`src/rtl/vga_timing_gen.sv`:
```
// Parametrised VGA timing generator with a latency-matched, blanked pixel output stage.
// Request side publishes (x, y); the output side realigns sync/active with the returned colour.
module vga_timing_gen #(
    parameter int H_ACTIVE  = 640,
    parameter int H_FP      = 16,
    parameter int H_SYNC    = 96,
    parameter int H_BP      = 48,
    parameter int V_ACTIVE  = 480,
    parameter int V_FP      = 10,
    parameter int V_SYNC    = 2,
    parameter int V_BP      = 33,
    parameter int HSYNC_POL = 0,
    parameter int VSYNC_POL = 0,
    parameter int COLOR_W   = 4,
    parameter int XW        = 10,
    parameter int YW        = 10,
    parameter int CLK_DIV   = 1,
    parameter int PIX_LAT   = 1
) (
    input  logic               dclk,
    input  logic               clr,
    output logic               pix_en,
    output logic [XW-1:0]      x,
    output logic [YW-1:0]      y,
    output logic               req_active,
    input  logic [COLOR_W-1:0] red,
    input  logic [COLOR_W-1:0] green,
    input  logic [COLOR_W-1:0] blue,
    output logic               hsync,
    output logic               vsync,
    output logic [COLOR_W-1:0] red_o,
    output logic [COLOR_W-1:0] green_o,
    output logic [COLOR_W-1:0] blue_o,
    output logic               active_o,
    output logic               line_start,
    output logic               frame_start
);

    localparam int H_TOTAL = H_ACTIVE + H_FP + H_SYNC + H_BP;
    localparam int V_TOTAL = V_ACTIVE + V_FP + V_SYNC + V_BP;
    localparam int DW      = (CLK_DIV > 1) ? $clog2(CLK_DIV) : 1;

    localparam logic [DW-1:0] DIV_LAST = DW'(CLK_DIV - 1);
    localparam logic [XW-1:0] X_LAST   = XW'(H_TOTAL - 1);
    localparam logic [YW-1:0] Y_LAST   = YW'(V_TOTAL - 1);
    localparam logic [XW-1:0] X_VIS    = XW'(H_ACTIVE);
    localparam logic [YW-1:0] Y_VIS    = YW'(V_ACTIVE);
    localparam logic [XW-1:0] HS_BEG   = XW'(H_ACTIVE + H_FP);
    localparam logic [XW-1:0] HS_END   = XW'(H_ACTIVE + H_FP + H_SYNC);
    localparam logic [YW-1:0] VS_BEG   = YW'(V_ACTIVE + V_FP);
    localparam logic [YW-1:0] VS_END   = YW'(V_ACTIVE + V_FP + V_SYNC);
    localparam logic          HS_ON    = 1'(HSYNC_POL);
    localparam logic          VS_ON    = 1'(VSYNC_POL);

    typedef struct packed {
        logic hs;
        logic vs;
        logic act;
    } sync_t;

    logic [DW-1:0] div;
    logic          x_wrap;
    logic          y_wrap;
    sync_t         cur;
    sync_t         last;
    sync_t         pipe [PIX_LAT];

    always_ff @(posedge dclk or posedge clr) begin
        if (clr) begin
            div <= '0;
        end else if (div == DIV_LAST) begin
            div <= '0;
        end else begin
            div <= div + 1'b1;
        end
    end

    // Gated by clr so no strobe is seen while reset is held.
    assign pix_en = ~clr & (div == DIV_LAST);

    assign x_wrap = (x == X_LAST);
    assign y_wrap = (y == Y_LAST);

    always_ff @(posedge dclk or posedge clr) begin
        if (clr) begin
            x <= '0;
            y <= '0;
        end else if (pix_en) begin
            if (x_wrap) begin
                x <= '0;
                y <= y_wrap ? '0 : y + 1'b1;
            end else begin
                x <= x + 1'b1;
            end
        end
    end

    always_ff @(posedge dclk or posedge clr) begin
        if (clr) begin
            line_start  <= 1'b0;
            frame_start <= 1'b0;
        end else begin
            line_start  <= pix_en & x_wrap;
            frame_start <= pix_en & x_wrap & y_wrap;
        end
    end

    assign req_active = (x < X_VIS) && (y < Y_VIS);

    always_comb begin
        cur     = '0;
        cur.hs  = (x >= HS_BEG) && (x < HS_END);
        cur.vs  = (y >= VS_BEG) && (y < VS_END);
        cur.act = req_active;
    end

    // Delay sync/active by the pixel source latency so they meet the colour.
    always_ff @(posedge dclk or posedge clr) begin
        if (clr) begin
            for (int i = 0; i < PIX_LAT; i++) begin
                pipe[i] <= '0;
            end
        end else if (pix_en) begin
            pipe[0] <= cur;
            for (int i = 1; i < PIX_LAT; i++) begin
                pipe[i] <= pipe[i-1];
            end
        end
    end

    assign last = pipe[PIX_LAT-1];

    always_ff @(posedge dclk or posedge clr) begin
        if (clr) begin
            hsync    <= ~HS_ON;
            vsync    <= ~VS_ON;
            active_o <= 1'b0;
            red_o    <= '0;
            green_o  <= '0;
            blue_o   <= '0;
        end else if (pix_en) begin
            hsync    <= last.hs ? HS_ON : ~HS_ON;
            vsync    <= last.vs ? VS_ON : ~VS_ON;
            active_o <= last.act;
            red_o    <= last.act ? red : '0;
            green_o  <= last.act ? green : '0;
            blue_o   <= last.act ? blue : '0;
        end
    end

endmodule

```
`config.mk`:
```
export PLATFORM = sky130hd
export DESIGN_NAME = vga_timing_gen
export DESIGN_NICKNAME = d
export VERILOG_FILES = /design/src/rtl/vga_timing_gen.sv
export SDC_FILE = /design/constraint.sdc
export NUM_CORES = 1
export LEC_CHECK = 0
export BUFFER_PORTS_ARGS = -buffer_cell sky130_fd_sc_hd__buf_2
export CAP_MARGIN = 20
export CELL_PAD_IN_SITES_DETAIL_PLACEMENT = 2
export CELL_PAD_IN_SITES_GLOBAL_PLACEMENT = 2
export CORE_MARGIN = 2
export CORE_UTILIZATION = 31
export DETAILED_ROUTE_END_ITERATION = 8
export GPL_TIMING_DRIVEN = 0
export PLACE_DENSITY = 0.73
export SLEW_MARGIN = 20
export SYNTH_ARGS = -nofsm -noshare
export SYNTH_HDL_FRONTEND = slang
export SYNTH_SLANG_ARGS = --single-unit
```
`constraint.sdc`:
```
create_clock -name dclk -period 2.5 [get_ports dclk]
set_clock_uncertainty 0.05 [all_clocks]
set_input_delay 0.625 -clock dclk [delete_from_list [all_inputs] [get_ports dclk]]
set_output_delay 0.625 -clock dclk [all_outputs]
set_load 0.01 [all_outputs]
```
==> run summary, run 1 <==
dominant synthesized flop cell: dfrtp_1
Worst R2R Setup Slack: 550 ps
largest net degree at the start of global routing: 31
slew margin rel.: 0.729
Final Hold Fails: 0
Die Area: 6340 um2
initial core utilization: 0.322
RSZ-0062 raised after global routing: false
r2r worst-path depth: 5
post-CTS resize count: 0
maximum single-stage delay on the critical path: 290 ps
syn avg cell area: 11.3 um2
clock sink count: 40
maxcap violations: 0
GRT Util Overall: 0.170
DRC marker count from the first detailed-route iteration: 35
Final GP Congestion: 0.816
Hold Crit Class: primary input to async pin
Pwr Density: 727 nW/um2
Crit-path slowest cell: inv_2
async set-reset flop share out of synthesis: 1.00
Worst-Skew Late Latency: 290 ps
EDFF count, synth: 0
Setup crit start kind: primary input
Post-Synthesis Net Count: 175
Worst-Margin Slew: 406 ps
synthesized area: 1770 um2
Inserted Diodes: 0
#FFs+latches synth: 40
Clock transition at path regs: 80 ps
TritonCTS Buffers: 5
worst path bufs/invs: 4
Area Growth Syn to Fin: 27.7%
filler instances: 590
drt drc: 0
period utilization: 0.852
vias in the first global route: 1,598
top cells by count, synth: 38 x dfrtp_1, 14 x nand2_1, 12 x a22o_1
count leader, synth: dfrtp_1
PortBufs: 51
Routed Antenna Nets: 0
critical path class: primary input to output port
drt via density: 5.01
Critical Path AT: 1460 ps
DR WL/cell: 16.7 um
setup_tns: 0 ps
H-tree depth: 2
static leakage: 1.11 nW
Placed Area: 2140 um2
CTS root buffer: clkbuf_8
Worst Path Required: 1820 ps
Post-CTS Setup Bufs: 0
CTS tree: done
Worst setup endpoint: pix_en
GRT overflow: 0
chip height: 79.6 um
clk buf depth: 2
final hold slack: 280 ps
critical path's top delay family: buffers and inverters
CP cell instances: buf_6 -> inv_2 -> buf_12 -> buf_2
Reg-to-Reg End: y[9]$_DFFE_PP0P_
status: completed
Cells after Synth: 157
fin worst setup slack: 369 ps
vias after detailed routing: 1,448
Distinct cells, synth: 38
DP Worst Slack: 322 ps
Yosys warnings: 0
Crit. path cell count: 4
io pins: 53
WL final: 4820 um
Fmax: 469 MHz
critical-path maximum fanout: 30
largest area contributor in the synthesized netlist: dfrtp_1
Reg-to-Reg Start: x[1]$_DFFE_PP0N_
Yosys top cell area share: 0.536
die width: 79.6 um
post-route cell area: 2260 um2
Area contributors post-synth: dfrtp_1 54%, a22o_1 5.9%, xnor2_1 4.0%, dfstp_2 3.0%, nand2_1 3.0%
Crit. Startpoint: clr
first-pass GRT wire length: 8280 um
initial antenna violation count: 0
row cnt: 27
Setup crit end kind: output port
# nets final: 234
register area share after synthesis: 0.566
crit path time final: 2130 ps
core box area: 5510 um2
Worst VDD drop: 279 uV
Hold Buf Count CTS: 0
Final setup viols: 0
DP HPWL: 3660 um
share of layout cells above drive strength 1: 0.323
drt pass-1 iters: 4
Final Slew Violations: 0
area by class of cell:
type,instances,area [um2],area share
sequential,40,1000,0.443
multi-input combinational,105,716,0.316
timing repair buffer,52,275,0.122
clock buffer,7,96.3,0.0425
tap,72,90.1,0.0398
clock inverter,1,30.0,0.0133
buffer,5,27.5,0.0122
inverter,7,26.3,0.0116
metal layers:
metal  global-route usage  routed length [um]  up-vias
met2                0.289                2400       39
li1                     -                   -      682
met3               0.0385                 240        4
met1                0.218                2130      723
met4               0.0466                  48        0
met5                    0                   0        -
layout by cell type (no fill, tap or decap), types with 3 or more instances in the layout:
cell	instances
xor2_1	5
xnor2_1	8
nor2_1	9
dfrtp_1	38
ha_1	4
nand4_1	5
clkbuf_8	7
nand3_1	9
clkbuf_1	3
and3_1	3
o21ai_0	9
inv_1	5
a22o_1	12
buf_2	52
nand2_1	14
state kept, by name (all words and copies together) (netlist names):
name	cells
active_o	1
blue_o	4
frame_start	1
green_o	4
hsync	1
last	3
line_start	1
red_o	4
vsync	1
x	10
y	10
stage by stage:
step	cells	total power, mW	utilization
after CTS	289	1.68	0.411
after global routing	289	1.76	0.411
after detailed placement	281	1.09	0.388
final	289	1.65	0.411
after floorplan	157	0.959	-
after global placement	280	1.07	0.385
logic make-up after synthesis:
logic type / Yosys count / synth area share
adder cells (fa/ha/maj): 4 / 0.0282
buffers and inverters: 12 / 0.0303
AND/OR/NAND/NOR: 56 / 0.180
XOR/XNOR: 13 / 0.0642
multiplexers: 1 / 0.00635
AO/OA/AOI/OAI: 31 / 0.125
flip-flops: 40 / 0.566
worst min-delay path by stage:
stage / cells after the start / slack (ps) / start / to
floorplan: 1 / 340 / last[2]$_DFFE_PP0N_ / hsync$_DFFE_PP1N_
global placement: 1 / 350 / last[2]$_DFFE_PP0N_ / hsync$_DFFE_PP1N_
detailed placement: 1 / 360 / last[1]$_DFFE_PP0N_ / vsync$_DFFE_PP1N_
CTS: 2 / 290 / clr / y[4]$_DFFE_PP0P_
global route: 2 / 290 / clr / y[3]$_DFFE_PP0P_
finish: 2 / 280 / clr / y[3]$_DFFE_PP0P_
where the power goes:
group / switching (mW) / total, mW / internal [mW]
Combinational: 0.170 / 0.294 / 0.123
Sequential: 0.0689 / 0.779 / 0.711
Clock: 0.221 / 0.573 / 0.352
Total: 0.460 / 1.65 / 1.19
(Power assumes the default switching activity.)
==> run 2, diff against run 1 <==
PLACE_DENSITY = default   (was 0.73)
PLACE_DENSITY_LB_ADDON = 0.1   (was default)
clock period = 2.25 ns   (was 2.5 ns; I/O delays follow)
==> run summary, run 2 (synthesis results as in run 1) <==
Worst VDD drop: 403 uV
static leakage: 1.10 nW
initial antenna violation count: 0
WL final: 4660 um
CTS tree: done
Crit. Startpoint: y[5]$_DFFE_PP0P_
initial core utilization: 0.322
Final Hold Fails: 0
largest registers: x (10), y (10)
drt via density: 5.04
critical-path maximum fanout: 6
slew margin rel.: 0.712
Fmax: 490 MHz
die width: 79.6 um
Critical Path AT: 1430 ps
Core Util, Final: 0.409
Crit-path slowest cell: dfrtp_1
vias in the first global route: 1,548
chip height: 79.6 um
core box area: 5510 um2
Worst-Margin Slew: 431 ps
clock sink count: 40
maxcap violations: 0
clk buf depth: 2
share of layout cells above drive strength 1: 0.323
critical path class: flip-flop to output port
Final Slew Violations: 0
critical path's top delay family: simple AND/OR/NAND/NOR gates
post-CTS resize count: 0
CTS root buffer: clkbuf_8
first-pass GRT wire length: 7840 um
H-tree depth: 2
DP Worst Slack: 166 ps
Final setup viols: 0
fin worst setup slack: 208 ps
GRT overflow: 0
Worst Path Required: 1640 ps
Hold Buf Count CTS: 0
Pwr Density: 789 nW/um2
status: completed
# nets final: 234
post-route cell area: 2250 um2
worst path bufs/invs: 1
Clock transition at path regs: 80 ps
most frequent cells in the layout: 52 x buf_2, 38 x dfrtp_1, 14 x nand2_1
Hold Crit Class: primary input to async pin
GRT Util Overall: 0.159
Area Growth Syn to Fin: 26.9%
Inserted Diodes: 0
Reg-to-Reg Start: x[1]$_DFFE_PP0N_
drt pass-1 iters: 4
TritonCTS Buffers: 5
row cnt: 27
final non-filler cell total: 289
Placed Area: 2140 um2
RSZ-0062 raised after global routing: false
CP cell instances: and3_1 -> nand2_1 -> and3b_1 -> buf_2
period utilization: 0.907
vias after detailed routing: 1,458
Final GP Congestion: 0.732
DP HPWL: 3480 um
Routed Antenna Nets: 0
Setup crit start kind: flip-flop
largest net degree at the start of global routing: 28
io pins: 53
PnR Total Power: 1.77 mW
commonest non-fill, non-tap cell in the layout: buf_2
DRC marker count from the first detailed-route iteration: 53
dpl cells: 281
PortBufs: 51
Setup crit end kind: output port
drt drc: 0
crit path time final: 2040 ps
Worst-Skew Late Latency: 290 ps
Die Area: 6340 um2
DR WL/cell: 16.1 um
Post-CTS Setup Bufs: 0
maximum single-stage delay on the critical path: 450 ps
## run 2: cell count changes in the layout (fill, tap and decap cells not counted), sizes merged
cell / previous run / this run
clkbuf: 10 / 8
clkinv: 1 / 2
clkinvlp: 0 / 1
## run 2: final timing paths
check                                     to  slack [ps]  cells past startpoint
max                               req_active         210                      4
min                         y[9]$_DFFE_PP0P_         240                      2
max reg2reg                 y[9]$_DFFE_PP0P_         330                      5
min reg2reg                hsync$_DFFE_PP1N_         370                      1
max in group asynchronous  vsync$_DFFE_PP1N_        1360                      3
min in group dclk          hsync$_DFFE_PP1N_         370                      1
## run 2: cell type report
class / count / area (um2)
clock inverters: 3 / 42.5
plain buffers: 5 / 27.5
flip-flops and latches: 40 / 1000
multi-input cells: 105 / 716
well taps: 72 / 90.1
inverters: 7 / 26.3
clock buffers: 5 / 68.8
repair buffers: 52 / 275
fillers: 615 / 3260
## run 2: report_power, final
part / switching, mW / internal [mW]
clock: 0.257 / 0.328
sequential: 0.0768 / 0.789
combinational: 0.185 / 0.137
## run 2: through the flow
| step | TNS [ps] | hold slack (ps) |
|---|---|---|
| finish | 0 | 242 |
| detailed placement | 0 | 360 |
| CTS | 0 | 249 |
| global route | 0 | 267 |
| global placement | -1190 | 349 |
| floorplan | 0 | 341 |
## run 2: routing by layer
metal	global-route usage	up-vias	wire length, um
met4	0.0362	0	39
met2	0.265	37	2250
met1	0.215	734	2150
li1	-	683	-
met3	0.0305	4	212
met5	0	-	0
==> run 3, diff against run 2 <==
ABC_AREA = 1   (was default)
CORE_UTILIZATION = 30   (was 31)
==> run summary, run 3 <==
status: completed
Crit-path slowest cell: buf_6
dominant synthesized flop cell: dfrtp_1
Yosys warnings: 0
die width: 86.7 um
Setup crit start kind: primary input
EDFF count, synth: 0
DP HPWL: 4210 um
Cells after Synth: 251
Placed Area: 2400 um2
met1 usage: 0.223
Worst-Margin Slew: 485 ps
chip height: 86.7 um
met2 capacity usage during global routing: 0.266
Crit. Startpoint: clr
Final Slew Violations: 0
most frequent cells in the layout: 77 x nand2_1, 53 x buf_2, 38 x dfrtp_1
CP cell instances: buf_2 -> clkinv_2 -> buf_6 -> buf_2
maxcap violations: 0
CTS root buffer: clkbuf_8
Final setup viols: 0
Worst Path Required: 1640 ps
critical path class: primary input to output port
Setup crit end kind: output port
sw frac: 0.345
Hold Crit Class: flip-flop to flip-flop
Final Hold Fails: 0
drt drc: 0
top cells by count, synth: 77 x nand2_1, 38 x dfrtp_1, 29 x nand3_1
Routed Antenna Nets: 0
post-route cell area: 2500 um2
RSZ-0062 raised after global routing: false
slew margin rel.: 0.677
PortBufs: 51
met3 track demand over resource: 0.0295
Yosys top cell area share: 0.464
clock sink count: 40
Hold Buf Count CTS: 0
Final GP Congestion: 0.726
TritonCTS Buffers: 5
Gate power share: 0.233
clk buf depth: 2
static leakage: 1.35 nW
Pwr Density: 714 nW/um2
vias in the first global route: 1,910
first-pass GRT wire length: 9580 um
count leader, synth: nand2_1
register area share after synthesis: 0.490
power share of the sequential group: 0.495
io pins: 53
H-tree depth: 2
initial antenna violation count: 0
Core Util, Final: 0.372
DRC marker count from the first detailed-route iteration: 73
Psw: 0.616 mW
post-CTS resize count: 2
Cell Int Power: 1.17 mW
Top Usage Layer GRT: met2
Most common cell on crit path: buf_2
CTS tree: done
drt pass-1 iters: 4
row cnt: 30
largest net degree at the start of global routing: 51
Inserted Diodes: 0
core box area: 6720 um2
DR WL/cell: 14.5 um
commonest non-fill, non-tap cell in the layout: nand2_1
Worst-Skew Late Latency: 290 ps
Fmax: 480 MHz
syn avg cell area: 8.17 um2
crit path time final: 2080 ps
Area Growth Syn to Fin: 21.9%
Area contributors post-synth: dfrtp_1 46%, nand2_1 14%, nand3_1 7.1%, inv_1 4.8%, nor2_1 3.3%
clock power share: 0.272
maximum single-stage delay on the critical path: 400 ps
GRT Util Overall: 0.162
critical-path maximum fanout: 50
Post-Synthesis Net Count: 269
Critical Path AT: 1470 ps
async set-reset flop share out of synthesis: 1.00
Hold Crit Start: last[1]$_DFFE_PP0N_
GRT overflow: 0
largest area contributor in the synthesized netlist: dfrtp_1
# nets final: 327
WL final: 5660 um
period utilization: 0.926
vias after detailed routing: 1,866
initial core utilization: 0.305
Worst VDD drop: 314 uV
largest registers: x (10), y (10)
#FFs+latches synth: 40
drt via density: 4.78
Post-CTS Setup Bufs: 0
share of layout cells above drive strength 1: 0.274
Distinct cells, synth: 31
synthesized area: 2050 um2
Clock transition at path regs: 80 ps
Reg-to-Reg Start: y[0]$_DFFE_PP0P_
Die Area: 7510 um2
run 3: cell count changes in the layout (fill, tap and decap cells not counted), moves of 6 or more:
| cell | previous run | this run |
|---|---|---|
| o21ai_2 | 0 | 6 |
| inv_1 | 5 | 26 |
| xnor2_1 | 8 | 2 |
| nand3_1 | 9 | 29 |
| nand2_1 | 14 | 77 |
| a22o_1 | 12 | 0 |
| nor2_1 | 9 | 18 |
run 3: path summary, 6_finish.rpt:
path	slack, ps	cells after the start	to
max in group asynchronous	1340	3	hsync$_DFFE_PP1N_
setup / recovery	170	4	pix_en
hold / removal	370	1	vsync$_DFFE_PP1N_
hold reg to reg	370	1	vsync$_DFFE_PP1N_
min in group asynchronous	460	3	x[6]$_DFFE_PP0N_
setup reg to reg	630	7	y[9]$_DFFE_PP0P_
run 3: critical path, delay by kind of cell:
kind,cells,cell delay (ps)
buf+inv,4,890
run 3: final cells by class:
type / count / area (um2)
flip-flops and latches: 40 / 1000
fillers: 820 / 4220
plain buffers: 8 / 51.3
clock buffers: 5 / 68.8
multi-input cells: 176 / 898
clock inverters: 3 / 18.8
repair buffers: 51 / 255
inverters: 27 / 103
well taps: 80 / 100
run 3: cells by family after synthesis:
family / Yosys count / synth area share
compound gates: 18 / 0.0562
fa+ha+maj: 4 / 0.0244
simple gates: 148 / 0.332
flops: 40 / 0.490
xor+xnor: 6 / 0.0256
buf+inv: 35 / 0.0720
run 3: stage by stage:
step           setup slack [ps]  hold slack [ps]  TNS [ps]  cells  power (mW)
6_report                    166              369         0    390        1.78
5_1_grt                    22.8              399         0    390        1.92
4_1_cts                     127              372         0    390        1.84
3_5_place_dp               -444              359      -444    382        1.33
3_3_place_gp               -415              349      -415    382        1.30
2_1_floorplan               185              341         0    251        1.15
run 3: layer usage:
| layer | wire [um] | up-vias |
|---|---|---|
| met5 | 0 | - |
| met4 | 38 | 0 |
| met3 | 214 | 4 |
| met2 | 2630 | 40 |
| met1 | 2770 | 906 |
| li1 | - | 916 |
run 3: power groups by stage:
stage	Clock [mW]	Sequential [mW]	Combinational [mW]
after floorplan	0	0.922	0.229
after global placement	0	0.896	0.409
after detailed placement	0	0.903	0.425
after CTS	0.519	0.888	0.428
after global routing	0.549	0.898	0.475
final	0.485	0.884	0.416
